File: src/rtl/sync_mux_arbiter_pkg.sv
// Shared types and constants for the round-robin mux arbiter.
package sync_mux_pkg;

    // Output register occupancy.
    typedef enum logic {
        EMPTY = 1'b0,
        FULL  = 1'b1
    } out_state_e;

    // Source encoding carried on addr and in the round-robin pointer.
    localparam logic PORT_X1 = 1'b0;
    localparam logic PORT_X2 = 1'b1;

    localparam int DEF_WIDTH = 8;
    localparam int DEF_CNT_W = 16;

endpackage

File: src/rtl/sync_mux_arbiter_if.sv
// Handshake bundle between two requesters, the arbiter and its downstream sink.
interface sync_mux_arbiter_if
    import sync_mux_pkg::*;
#(
    parameter int WIDTH = DEF_WIDTH,
    parameter int CNT_W = DEF_CNT_W
);
    logic             x1_valid;
    logic [WIDTH-1:0] x1_data;
    logic             x1_ready;
    logic             x2_valid;
    logic [WIDTH-1:0] x2_data;
    logic             x2_ready;
    logic             y_valid;
    logic [WIDTH-1:0] y;
    logic             y_ready;
    logic             addr;
    logic [CNT_W-1:0] cnt_x1;
    logic [CNT_W-1:0] cnt_x2;

    // Environment side: requesters and downstream consumer.
    modport master (
        output x1_valid, x1_data, x2_valid, x2_data, y_ready,
        input  x1_ready, x2_ready, y_valid, y, addr, cnt_x1, cnt_x2
    );

    // Arbiter side.
    modport slave (
        input  x1_valid, x1_data, x2_valid, x2_data, y_ready,
        output x1_ready, x2_ready, y_valid, y, addr, cnt_x1, cnt_x2
    );
endinterface

File: src/rtl/sync_mux_arbiter_rr_pick2.sv
// Combinational two-way round-robin picker; the port that did not win last
// time gets priority on a tie. gnt is one-hot or zero.
module rr_pick2 (
    input  logic [1:0] req,
    input  logic       last,
    input  logic       en,
    output logic [1:0] gnt
);
    // On a tie, last=1 (x2 won last) favours x1 and vice versa.
    always_comb begin
        gnt    = 2'b00;
        gnt[0] = en & req[0] & (~req[1] | last);
        gnt[1] = en & req[1] & (~req[0] | ~last);
    end
endmodule

File: src/rtl/sync_mux_arbiter.sv
// Round-robin arbiter feeding a registered 2:1 select, with per-port
// accepted-transfer counters.
module sync_mux_arbiter
    import sync_mux_pkg::*;
#(
    parameter int WIDTH = DEF_WIDTH,
    parameter int CNT_W = DEF_CNT_W
) (
    input  logic                clk,
    input  logic                clr,
    sync_mux_arbiter_if.slave   bus
);
    out_state_e       state_q;
    logic [WIDTH-1:0] y_q;
    logic             addr_q;
    logic             last_q;
    logic [CNT_W-1:0] cnt_x1_q, cnt_x1_d;
    logic [CNT_W-1:0] cnt_x2_q, cnt_x2_d;
    logic [WIDTH-1:0] y_d;
    logic             full;
    logic             ld;
    logic             en;
    logic [1:0]       gnt;

    assign full     = (state_q == FULL);
    // The register can take a new word when empty or when its word leaves now.
    assign ld       = (state_q == EMPTY) | (full & bus.y_ready);
    // Readies stay low while reset is asserted.
    assign en       = ld & ~clr;
    assign cnt_x1_d = cnt_x1_q + CNT_W'(1);
    assign cnt_x2_d = cnt_x2_q + CNT_W'(1);
    assign y_d      = gnt[1] ? bus.x2_data : bus.x1_data;

    rr_pick2 u_pick (
        .req  ({bus.x2_valid, bus.x1_valid}),
        .last (last_q),
        .en   (en),
        .gnt  (gnt)
    );

    assign bus.x1_ready = gnt[0];
    assign bus.x2_ready = gnt[1];
    assign bus.y_valid  = full;
    assign bus.y        = y_q;
    assign bus.addr     = addr_q;
    assign bus.cnt_x1   = cnt_x1_q;
    assign bus.cnt_x2   = cnt_x2_q;

    // Output-stage FSM: load on grant, drain on consume without refill, else hold.
    always_ff @(posedge clk) begin
        if (clr) begin
            state_q  <= EMPTY;
            y_q      <= '0;
            addr_q   <= PORT_X1;
            last_q   <= PORT_X2;
            cnt_x1_q <= '0;
            cnt_x2_q <= '0;
        end else if (gnt != 2'b00) begin
            state_q <= FULL;
            y_q     <= y_d;
            addr_q  <= gnt[1] ? PORT_X2 : PORT_X1;
            last_q  <= gnt[1] ? PORT_X2 : PORT_X1;
            if (gnt[0]) begin
                cnt_x1_q <= cnt_x1_d;
            end else begin
                cnt_x2_q <= cnt_x2_d;
            end
        end else if (full & bus.y_ready) begin
            state_q <= EMPTY;
        end
    end
endmodule

File: src/flat_wrapper.sv
// flat-port wrapper written by rule: the top's interface ports become plain ports
module sync_mux_arbiter_flat import sync_mux_pkg::*;
#(
    parameter int WIDTH = DEF_WIDTH,
    parameter int CNT_W = DEF_CNT_W
)
  (clk, clr, bus_x1_valid, bus_x1_data, bus_x2_valid, bus_x2_data, bus_y_ready, bus_x1_ready, bus_x2_ready, bus_y_valid, bus_y, bus_addr, bus_cnt_x1, bus_cnt_x2);
  sync_mux_arbiter_if #(.WIDTH(WIDTH), .CNT_W(CNT_W)) bus_i ();
  input  logic clk;
  input  logic clr;
  input wire logic [$bits(bus_i.x1_valid)-1:0] bus_x1_valid;
  input wire logic [$bits(bus_i.x1_data)-1:0] bus_x1_data;
  input wire logic [$bits(bus_i.x2_valid)-1:0] bus_x2_valid;
  input wire logic [$bits(bus_i.x2_data)-1:0] bus_x2_data;
  input wire logic [$bits(bus_i.y_ready)-1:0] bus_y_ready;
  output wire logic [$bits(bus_i.x1_ready)-1:0] bus_x1_ready;
  output wire logic [$bits(bus_i.x2_ready)-1:0] bus_x2_ready;
  output wire logic [$bits(bus_i.y_valid)-1:0] bus_y_valid;
  output wire logic [$bits(bus_i.y)-1:0] bus_y;
  output wire logic [$bits(bus_i.addr)-1:0] bus_addr;
  output wire logic [$bits(bus_i.cnt_x1)-1:0] bus_cnt_x1;
  output wire logic [$bits(bus_i.cnt_x2)-1:0] bus_cnt_x2;
  assign bus_i.x1_valid = bus_x1_valid;
  assign bus_i.x1_data = bus_x1_data;
  assign bus_i.x2_valid = bus_x2_valid;
  assign bus_i.x2_data = bus_x2_data;
  assign bus_i.y_ready = bus_y_ready;
  assign bus_x1_ready = bus_i.x1_ready;
  assign bus_x2_ready = bus_i.x2_ready;
  assign bus_y_valid = bus_i.y_valid;
  assign bus_y = bus_i.y;
  assign bus_addr = bus_i.addr;
  assign bus_cnt_x1 = bus_i.cnt_x1;
  assign bus_cnt_x2 = bus_i.cnt_x2;
  sync_mux_arbiter #(.WIDTH(WIDTH), .CNT_W(CNT_W)) u_core (.clk(clk), .clr(clr), .bus(bus_i));
endmodule
File: config.mk
export PLATFORM = sky130hd
export DESIGN_NAME = sync_mux_arbiter_flat
export DESIGN_NICKNAME = d
export VERILOG_FILES = /design/src/rtl/sync_mux_arbiter_pkg.sv /design/src/rtl/sync_mux_arbiter_if.sv /design/src/rtl/sync_mux_arbiter_rr_pick2.sv /design/src/rtl/sync_mux_arbiter.sv /design/src/flat_wrapper.sv
export SDC_FILE = /design/constraint.sdc
export NUM_CORES = 1
export LEC_CHECK = 0
export CORE_MARGIN = 2
export CORE_UTILIZATION = 45
export DETAILED_ROUTE_END_ITERATION = 6
export PLACE_DENSITY = 0.79
export REMOVE_ABC_BUFFERS = 1
export SLEW_MARGIN = 20
export SYNTH_ARGS = -nofsm -noshare
export SYNTH_HDL_FRONTEND = slang
export SYNTH_HIERARCHICAL = 1
export SYNTH_SLANG_ARGS = --single-unit
File: constraint.sdc
create_clock -name clk -period 3.3 [get_ports clk]
set_clock_uncertainty 0.2 [all_clocks]
set_input_delay 0.66 -clock clk [delete_from_list [all_inputs] [get_ports clk]]
set_output_delay 0.66 -clock clk [all_outputs]
set_load 0.03 [all_outputs]
==> impl_metrics.env <==
export IMPL_cts_sinks=43
export IMPL_fin_tns_setup_ps=0
export IMPL_grt_pass1_vias=1573
export IMPL_endpoint_kind="output port"
export IMPL_power_static_leakage_uw=0.000964
export IMPL_async_flop_share_pct=0
export IMPL_cts_tree="built"
export IMPL_drc=0
export IMPL_first_pass_iters=4
export IMPL_report_final_slew_viol_count=0
export IMPL_finalSetupViolCount=0
export IMPL_grt_use_met3_pct=4.97
export IMPL_cp_start_kind="input pin"
export IMPL_ant_nets=0
export IMPL_yosysWarnings=6
export IMPL_num_rows=23
export IMPL_layout_common_cells="clkdlybuf4s50_1, nor2_1, dfxtp_1"
export IMPL_max_stage_delay_ps=490
export IMPL_wl_um=4280
export IMPL_critPathMaxFanout=22
export IMPL_clockBufferDepth=2
export IMPL_num_nets_final=310
export IMPL_synth_area_leaders="dfxtp_1, nor2_1, xnor2_1"
export IMPL_cts_repair_resized=0
export IMPL_ys_ff_latch=43
export IMPL_grt_max_degree=46
export IMPL_start_util_pct=47.4
export IMPL_insertion_delay_ps=300
export IMPL_io_buffers=64
export IMPL_cp_arrival_ps=2140
export IMPL_cts_setup_buffers=0
export IMPL_vias=1745
export IMPL_cts_buffers=5
export IMPL_syn_inst=220
export IMPL_path_delay_family="buffers and inverters"
export IMPL_synthDistinctLibCells=31
export IMPL_fin_hold_ws_ps=302
export IMPL_grtUsageMet1_pct=22.2
export IMPL_dpl_hpwl_um=3030
export IMPL_fmax_mhz=333
export IMPL_maxCapViolCount=0
export IMPL_cts_root_buf="clkbuf_8"
export IMPL_areaGrowthSynthToFinish_pct=42.2
export IMPL_crit_top_cell="buf_4"
export IMPL_core_um2=4030
export IMPL_worstMarginPinSlew_ps=455
export IMPL_hold_viol=0
export IMPL_crit_type="in -> out"
export IMPL_power_density_nw_per_um2=384
export IMPL_grt_overflow_total=0
export IMPL_grt_use_total_pct=18.1
export IMPL_die_y_um=69.1
export IMPL_avgSynthCellArea_um2=8.67
export IMPL_grt_pass1_wl_um=7120
export IMPL_status="finished, final reports clean"
export IMPL_via_per_inst=5.16
export IMPL_antenna_found_initial=0
export IMPL_synth_top_area_cell="dfxtp_1"
export IMPL_rsz0062_at_grt="no"
export IMPL_synth_edff_count=0
export IMPL_place_congestion=0.760
export IMPL_top_level_ports=65
export IMPL_fin_crit_sh_pct=91.1
export IMPL_clk_pin_slew_ps=80
export IMPL_slew_headroom_pct=69.7
export IMPL_layout_commonest_cell="clkdlybuf4s50_1"
export IMPL_drive_gt1_share_pct=6.94
export IMPL_crit_slowest_cell="clkdlybuf4s50_1"
export IMPL_drt_initial_drc_count=97
export IMPL_die_w_um=69.1
export IMPL_htree_num_levels=2
export IMPL_holdBufCountCts=0
export IMPL_yosys_area_top_type_share_pct=45.1
export IMPL_min_period_ps=3000
export IMPL_use_met2_pct=29.7
export IMPL_wl_per_cell_um=12.7
export IMPL_path_cells="clkdlybuf4s50_1 -> nor2_1 -> nand2_1 -> a21oi_2 -> buf_4 -> buf_4"
export IMPL_netlist_area_um2=1910
export IMPL_yosysSeqAreaShare_pct=45.1
export IMPL_dieArea_um2=4780
export IMPL_hold_path_class="reg -> reg"
export IMPL_synth_top_flop_cell="dfxtp_1"
export IMPL_ir_drop_mv=0.274
export IMPL_grt_busiest_layer="met2"
export IMPL_diodes=0
export IMPL_required_ps=2440
export IMPL_worst_path_buf_inv=3
cells by family after synthesis:
group,count (synthesis),share of synthesized area [%]
muxes,12,6.43
and+or+nand+nor,100,26.4
DFF,43,45.1
adders and majority gates,2,1.31
AOI/OAI and AO/OA,22,6.23
xor gates and xnor gates,23,10.6
buffers and inverters,18,4.00
area by class of cell:
cell class	instances	area [µm²]
multi-input combinational	159	978
timing repair buffer	70	681
fill	353	1320
sequential	43	861
tap	50	62.6
inverter	8	30.0
clock buffer	8	100
registers in the layout, indices dropped and copies added, names as in the netlist:
register / flops
u_core/bus.addr: 1
u_core/bus.cnt_x1: 16
u_core/bus.cnt_x2: 16
u_core/bus.y: 8
u_core/bus.y_valid: 1
u_core/last_q: 1
cell usage after synthesis, types with 5 or more instances:
library cell and number:
a21oi_1 16, clkbuf_1 6, dfxtp_1 43, inv_1 8, mux2i_1 10, nand2_1 9, nand3_1 5, nand4_1 9
nor2_1 47, nor3_1 9, nor4_1 7, xnor2_1 15, xor2_1 8
metal layers:
layer | vias to the layer above | wire length (µm)
li1 | 885 | -
met1 | 798 | 2020
met2 | 55 | 1940
met3 | 7 | 246
met4 | 0 | 80
met5 | - | 0
power breakdown:
group / total (µW) / switching, µW / internal [µW]
combinational: 134 / 69.4 / 64.9
clock: 366 / 175 / 191
sequential: 540 / 9.68 / 531
total: 1040 / 254 / 787
stage by stage:
stage	area [µm²]	util [%]	std cells	total power (µW)	setup slack (ps)
after global placement	2610	64.8	330	685	290
after global routing	2710	67.3	338	1080	212
final	2710	67.3	338	1040	295
after floorplan	1860	-	210	616	-405
after CTS	2710	67.3	338	1050	302
after detailed placement	2610	64.8	330	687	188
worst reg2reg max path: cells and delay by family (launching register included):
family           cells  cell delay [ps]
flip-flops           1              310
AND/OR/NAND/NOR      6             1200
multiplexers         1              360
AO/OA/AOI/OAI        1              200
path summary, 6_finish.rpt:
| path | start | endpoint | slack (ps) | depth (start not counted) |
|---|---|---|---|---|
| worst max-delay path | clr | bus_x2_ready | 300 | 6 |
| worst min-delay path | u_core/bus.addr | u_core/bus.addr | 300 | 2 |
| worst max register to register | u_core/bus.y_valid | u_core/bus.cnt_x2[15] | 930 | 8 |
| worst min register to register | u_core/bus.addr | u_core/bus.addr | 300 | 2 |
Note: power is estimated with default switching activity, not from simulation.
